--- src/rtl/dotmatrix_track_decoder.sv ---
// Receive-side monitor for a 4x4 one-hot dot-matrix bus: glitch-filters the
// lines, recovers the dot position and classifies moves between frames.
//
// state    | meaning
// ---------+-----------------------------------------------------------
// ST_OFF   | powered down or just reset; everything cleared
// ST_ACQ   | filtering, no position held yet
// ST_TRACK | position held; each new one-hot frame is a step or a jump
// ST_FAULT | last accepted frame was not one-hot; position frozen
module dotmatrix_track_decoder #(
  parameter int STABLE_CYCLES = 2,
  parameter int CNT_W         = 8
) (
  input  logic             clk,
  input  logic             reset,
  input  logic             power,
  input  logic [15:0]      y,
  output logic             pos_valid,
  output logic [1:0]       row,
  output logic [1:0]       col,
  output logic             move,
  output logic             dir_up,
  output logic             dir_down,
  output logic             dir_right,
  output logic             dir_left,
  output logic             jump,
  output logic             fault,
  output logic             fault_zero,
  output logic [CNT_W-1:0] move_count
);

  localparam logic [1:0] ST_OFF   = 2'd0;
  localparam logic [1:0] ST_ACQ   = 2'd1;
  localparam logic [1:0] ST_TRACK = 2'd2;
  localparam logic [1:0] ST_FAULT = 2'd3;

  localparam logic [3:0] STABLE = 4'(STABLE_CYCLES);

  logic [1:0]  state;
  logic [15:0] y_q;
  logic [15:0] cand;
  logic [3:0]  stab_cnt;

  logic        same;
  logic [3:0]  cnt_next;
  logic        accept;
  logic        onehot;
  logic [1:0]  new_row;
  logic [1:0]  new_col;
  logic [1:0]  dr;
  logic [1:0]  dc;

  // A pattern is accepted only on the edge its run first reaches STABLE;
  // a fresh pattern with STABLE=1 is accepted even if the counter sits at 1.
  always_comb begin
    same     = (y_q == cand);
    cnt_next = 4'd1;
    if (same) begin
      cnt_next = (stab_cnt == STABLE) ? STABLE : stab_cnt + 4'd1;
    end
    accept = (cnt_next == STABLE) && (!same || (stab_cnt != STABLE));
    onehot = $onehot(y_q);
  end

  always_comb begin
    new_row = 2'd0;
    new_col = 2'd0;
    for (int i = 0; i < 16; i++) begin
      if (y_q[i]) begin
        new_row = i[3:2];
        new_col = i[1:0];
      end
    end
    dr = new_row - row;
    dc = new_col - col;
  end

  always_ff @(posedge clk) begin
    if (reset || !power) begin
      state      <= ST_OFF;
      y_q        <= '0;
      cand       <= '0;
      stab_cnt   <= '0;
      pos_valid  <= 1'b0;
      row        <= '0;
      col        <= '0;
      move       <= 1'b0;
      dir_up     <= 1'b0;
      dir_down   <= 1'b0;
      dir_right  <= 1'b0;
      dir_left   <= 1'b0;
      jump       <= 1'b0;
      fault      <= 1'b0;
      fault_zero <= 1'b0;
      move_count <= '0;
    end else begin
      y_q      <= y;
      stab_cnt <= cnt_next;
      if (!same) begin
        cand <= y_q;
      end
      move <= 1'b0;
      jump <= 1'b0;
      if (state == ST_OFF) begin
        state <= ST_ACQ;
      end
      if (accept) begin
        if (!onehot) begin
          state      <= ST_FAULT;
          fault      <= 1'b1;
          fault_zero <= (y_q == 16'd0);
          pos_valid  <= 1'b0;
        end else if (state == ST_TRACK) begin
          row <= new_row;
          col <= new_col;
          if ((dr == 2'd2) || (dc == 2'd2)) begin
            jump <= 1'b1;
          end else if ((dr != 2'd0) || (dc != 2'd0)) begin
            move      <= 1'b1;
            dir_down  <= (dr == 2'd1);
            dir_up    <= (dr == 2'd3);
            dir_right <= (dc == 2'd1);
            dir_left  <= (dc == 2'd3);
            if (move_count != {CNT_W{1'b1}}) begin
              move_count <= move_count + 1'b1;
            end
          end
        end else begin
          // OFF/ACQ/FAULT: a clean dot (re)establishes position silently
          state      <= ST_TRACK;
          row        <= new_row;
          col        <= new_col;
          pos_valid  <= 1'b1;
          fault      <= 1'b0;
          fault_zero <= 1'b0;
        end
      end
    end
  end

endmodule

--- config.mk ---
export PLATFORM = sky130hd
export DESIGN_NAME = dotmatrix_track_decoder
export DESIGN_NICKNAME = d
export VERILOG_FILES = /design/src/rtl/dotmatrix_track_decoder.sv
export SDC_FILE = /design/constraint.sdc
export NUM_CORES = 1
export LEC_CHECK = 0
export CAP_MARGIN = 20
export CORE_MARGIN = 3
export CORE_UTILIZATION = 50
export CTS_BUF_LIST = sky130_fd_sc_hd__clkbuf_2
export CTS_CLUSTER_DIAMETER = 80
export DETAILED_ROUTE_END_ITERATION = 10
export GPL_ROUTABILITY_DRIVEN = 0
export MAX_ROUTING_LAYER = met4
export PLACE_DENSITY_LB_ADDON = 0.08
export SYNTH_ARGS = -nofsm -noshare
export SYNTH_HDL_FRONTEND = slang
export SYNTH_SLANG_ARGS = --single-unit
--- constraint.sdc ---
create_clock -name clk -period 4.74 [get_ports clk]
set_input_delay 0.711 -clock clk [delete_from_list [all_inputs] [get_ports clk]]
set_output_delay 0.711 -clock clk [all_outputs]
set_load 0.005 [all_outputs]
### After elaboration in Yosys (flattened, before gate mapping)

Index checks and enable logic that the tools add are counted.

| word-level totals | value |
|---|---|
| register bits after elaboration | 59 |
| bits of input ports | 19 |
| output and inout port bits | 21 |
| word-level logic and storage cells | 110 |

| operators by class | value |
|---|---|
| add/sub/neg operators | 19 |
| equality and inequality tests | 14 |
| muxes and demuxes | 40 |
| bitwise operators | 4 |
| reductions and logical operators | 17 |

Operators with widths:

| operator | number |
|---|---|
| $mux W2 | 29 |
| $add A1 B1 Y2 | 8 |
| $eq A16 B16 Y1 | 1 |
| $logic_not A16 Y1 | 1 |
| $add A2 B2 Y3 | 4 |
| $eq A2 B2 Y1 const B | 5 |
| $mux W1 | 9 |
| $add A3 B3 Y4 | 2 |
| $add A8 B1 Y8 const B | 1 |
| $eq A4 B2 Y1 const B | 2 |
| $mux W4 | 2 |
| $ne A8 B8 Y1 const B | 1 |
| $reduce_and A6 Y1 | 1 |
| $add A4 B4 Y5 | 1 |
| $eq A5 B1 Y1 const B | 1 |
| $reduce_and A5 Y1 | 1 |
| $reduce_or A5 Y1 | 1 |
| $add A4 B1 Y4 const B | 1 |
| $eq A2 B1 Y1 const B | 2 |
| $logic_or A1 B1 Y1 | 4 |
| $ne A4 B2 Y1 const B | 1 |
| $not A1 Y1 | 4 |
| $reduce_and A2 Y1 | 2 |
| $reduce_bool A2 Y1 | 2 |
| 6 further kinds | 8 |

### Depth between registers and ports, before layout

Gate-level depths: netlist of run 1.

| logic depth | value |
|---|---|
| depth in word-level cells | 20 |
| gate-level depth with buffers | 17 |
| depth with buffers taken out | 16 |

### Worst setup path before layout of run 1

Ideal clock, no wire load.

| timing path | value |
|---|---|
| path type | reg-to-reg |
| start | register y_q[7] |
| end | register move_count[0] |
| setup time | 0.070 ns |
| arrival | 4.946 ns |
| data required time | 4.670 ns |
| path slack | -0.276 ns |
| stages on the path, launching flop included | 16 |
| path buffers | 0 |
| clock period less this slack | 5.016 ns |
| cells stage by stage | dfxtp_1 > clkinv_1 > fa_1 > inv_1 > fa_1 > fa_1 > inv_1 > fa_1 > inv_1 > ha_1 > fa_1 > or4b_2 > nor4_4 > nand4b_1 > or4_1 > a21oi_1 |

| between the ends | value |
|---|---|
| word-level cells in the longest chain between the ends | 14 |
| elaborated cells between the ends (all ways) | 39 |
| classes of those cells | add/sub (6); eq/ne (5); mux (19); bitwise (1); reduce/logical (8) |

Ends and longest elaborated chain:

| what | RTL line | source |
|---|---|---|
| from (decl) | 40 | `logic [15:0] y_q;` |
| from (signal assigned) | 97 | `y_q <= y;` |
| branches (longest 13 deep; another with $add A4 B4 Y5) | - |  |
| $reduce_and A6 Y1 (no line) * | - |  |
| to (signal assigned) | 125 | `move_count <= move_count + 1'b1;` |
| to (decl) | 29 | `output logic [CNT_W-1:0] move_count` |

Mark *: on every way between the ends.
A chain may end at the register's enable or synchronous reset.

### Final worst setup path of run 1

| timing path | value |
|---|---|
| start | register y_q[7] |
| end | register move_count[4] |

Same word-level chain as after synthesis.

==> results of run 1 <==
[cell type report]
cell class | instances | share of cell area
Timing Repair Buffer | 71 | 0.165
Clock inverter | 6 | 0.0146
Multi-Input combinational cell | 213 | 0.448
Inverter | 29 | 0.0288
Clock buffer | 10 | 0.0130
Tap cell | 72 | 0.0233
Sequential cell | 59 | 0.307
[Yosys cell counts (3+ instances only)]
master     n  share of area
a211oi_1   3         0.0077
a21oi_1   15          0.026
and2_1    22          0.047
clkbuf_1   7         0.0090
dfxtp_1   59           0.40
fa_1      10          0.068
ha_1      11          0.047
inv_1     27          0.035
nand2_1    6         0.0077
nand2b_1   7          0.015
nand3_1    4         0.0068
nand3b_1   3         0.0077
nand4_1    7          0.015
nand4b_1   6          0.018
nor2_1    31          0.040
nor3_1     4         0.0068
nor4_1     9          0.019
nor4b_1    3         0.0090
o211ai_1   3         0.0077
o21ai_0    8          0.014
o311ai_0   3         0.0090
o31ai_1    5          0.013
o41ai_1    3         0.0090
or4_1      5          0.013
xnor2_1    5          0.015
xor2_1    17          0.051
[through the flow]
| stage | power [mW] | instance area, µm² | setup slack [ns] | TNS, ns |
|---|---|---|---|---|
| 2_1_floorplan | 0.662 | 2950 | -0.0367 | -0.0579 |
| 3_3_place_gp | 0.735 | 3560 | -0.103 | -0.670 |
| 3_5_place_dp | 0.739 | 3560 | -0.152 | -0.973 |
| 4_1_cts | 1.05 | 3710 | -0.138 | -0.854 |
| 5_1_grt | 1.12 | 3860 | -0.371 | -3.66 |
| 6_report | 1.07 | 3860 | -0.179 | -1.02 |
[state kept, by name (all words and copies together), names as in the netlist, 2 cells and up]
signal	cells
cand	16
move_count	8
stab_cnt	4
state	2
row	2
y_q	16
col	2
[power groups by stage]
stage	combinational [mW]	sequential, mW	clock [mW]
6_report	0.250	0.514	0.303
5_1_grt	0.278	0.515	0.331
4_1_cts	0.226	0.513	0.313
3_5_place_dp	0.215	0.524	0
3_3_place_gp	0.211	0.524	0
2_1_floorplan	0.137	0.524	0
[critical path: stages, from the launching register on]
cell      delay [ns]
dfxtp_2         0.39
inv_4           0.04
fa_1            0.50
inv_1           0.05
fa_1            0.45
fa_1            0.52
inv_1           0.05
fa_1            0.50
inv_2           0.05
ha_4            0.15
fa_1            0.46
or4b_4          0.55
nor4_4          0.21
nand4b_1        0.19
buf_4           0.20
or4_4           0.42
a21oi_2         0.15
[cells by family after synthesis]
| logic type | count (synthesis) | share of synthesized area |
|---|---|---|
| flops | 59 | 0.403 |
| xor+xnor | 22 | 0.0657 |
| compound gates | 49 | 0.112 |
| buf+inv | 38 | 0.0512 |
| fa+ha+maj | 21 | 0.115 |
| mux | 4 | 0.0158 |
| simple gates | 117 | 0.237 |
[cell usage in the layout (no fill, tap or decap), drive strengths merged, types with 2 or more instances in the layout]
master / n
o211ai: 3
nor2: 31
nand4: 7
nand3: 4
nand2: 6
mux2: 2
nand4b: 6
dfxtp: 59
xor2: 17
clkinv: 5
mux2i: 2
nor4b: 4
o41ai: 3
ha: 11
a21oi: 15
fa: 10
buf: 32
clkbuf: 10
clkdlybuf4s50: 39
o311ai: 4
nand2b: 7
and2: 22
o21ai: 8
a211oi: 3
nor2b: 2
o31ai: 5
inv: 28
nand3b: 3
or3: 2
xnor2: 5
nor3: 4
nor4: 10
or4: 5
[worst max-delay path by stage]
| stage | cells after the start | from | slack [ns] | endpoint |
|---|---|---|---|---|
| after global routing | 16 | y_q[7] | -0.37 | move_count[4] |
| after floorplan | 15 | y_q[5] | -0.04 | dir_down |
| after CTS | 15 | y_q[7] | -0.14 | move_count[4] |
| after detailed placement | 16 | y_q[7] | -0.15 | move_count[6] |
| final | 16 | y_q[7] | -0.18 | move_count[4] |
| after global placement | 15 | y_q[5] | -0.10 | dir_down |
[what timing repair did]
item / 4_1_cts / 5_1_grt
hold buffers: 0 / 0
resized for setup: 5 / 21
endpoints found under the setup margin: 10 / 18
buffers inserted: 3 / 7
pin swaps: 8 / 11
[routing by layer]
layer  vias up  wire length, µm  global-route usage
met2        45             3200               0.333
met5         -                0                   -
met1      1179             3310               0.282
met4         0               95              0.0752
li1       1235                -                   -
met3        11              304              0.0618
==> results by group, run 1 <==
Final layout
  – Seq. cell area: 1180 µm²
  – Multi-input gate area: 1730 µm²
  – Area delta synth->final: 31.7%
  – # diodes: 0
  – Nets: between 400 and 500
  – Final non-filler cell total: between 400 and 500
  – Layout fillers: 468
  – Fin util: 0.689
  – Share of layout cells above drive strength 1: 0.188

Route
  – ANT nets after route: 0
  – Vias post-DR: about 2.5k
  – Routed WL: 6.91 mm
  – Via density: 5.37
  – 1st-pass router iterations: 4
  – Drt drc: 0
  – WL per Instance: 15.0 µm
  – DRT iter0 DRCs: 89

Clocking
  – Reg clk slew, reported paths: 0.18 ns
  – H-tree Lvls: 3
  – CTS tree: built
  – Clock sinks: just under 60
  – Maximum clock insertion buffer count: 2
  – Clock Latency Late Sink: 0.50 ns
  – Root buf cell: clkbuf_2
  – CTS buffer count: 9

Critical path
  – Worst Reg-to-Reg Cells: 16
  – CP max FO: 4
  – Crit start category: flop
  – WP data arrival: 5.37 ns
  – Reg2Reg Setup Slack: -0.18 ns
  – Worst EP required: 5.19 ns
  – Worst setup EP type: flop
  – Worst r2r src: y_q[7]
  – Crit Path Class: flop to flop
  – Reg2reg end: move_count[4]

Timing
  – Highest Clock Rate: 203 MHz
  – Relative slew slack: 0.422
  – Measured slew at the worst slew-check pin: 0.860 ns
  – # setup viols final: 10
  – RSZ-0062 raised after global routing: yes
  – Hold slack final: 0.486 ns
  – Slew Limit Fails: 0
  – Tmin final: 4.92 ns
  – Final worst setup slack: -0.179 ns
  – Tcrit/Tclk final: 1.04
  – Clock Skews: 0.0290 ns
  – Final Hold Viols: 0

Synthesis
  – Mapped cell area: 2930 µm²
  – Async SR Flop Fraction: 0
  – Number of synthesized flops with an enable pin: 0
  – Ys Warns: 0
  – Register area share after synthesis: 0.403
  – Avg Cell Area, Syn: between 9 and 10 µm²
  – Cells after synthesis: 310
  – Main flop type after synthesis: dfxtp_1
  – Syn nets: between 300 and 400
  – Post-synthesis register bit count: between 50 and 60
  – Synth cell types: 49

Floorplan
  – Core area: 5610 µm²
  – Die Width: roughly 83 µm
  – # rows: 27
  – Initial core utilization: 0.523
  – Die footprint: 6820 µm²
  – Die Height: 82.6 µm
  – Num ports: 40

Power
  – Switch share: 0.298
  – Psw: 318 µW
  – Clk pwr share: 0.284
  – Maximum vdd ir drop: approximately 0.30 mV
  – Gate power share: 0.235
  – Sequential fraction of design power: 0.481
  – Leak Pwr: 1.57 nW
  – PwrDens: about 280 nW/µm²
  – Cell Int Power: ~750 µW

GRT
  – First-pass GRT wire length: around 11 mm
  – GRT Total Usage: 0.220
  – Gr ovfl total: 0
  – Largest net degree at the start of global routing: 31
  – Number of global-route vias before repair: 2,305
  – Antenna violations before repair: 0

Placement
  – I/O Buffers: 39
  – Placed insts: 436
  – DP HPWL: a little under 5 mm

Worst hold path
  – Hold Startpoint: fault
  – HP Class: flop to flop
  – Hold path depth: 2
  – Hold EP: fault

Job
  – Max-cap violation count: 0

Status
  – Status: finished, violations left
  – Violated checks: negative setup slack
(Power assumes the default switching activity.)
==> run 2: changes to the inputs <==
Settings changed: CTS_CLUSTER_DIAMETER 80 to not set.
==> results of run 2 <==
No change in the layout: final DEF, timing and power equal those of run 1.
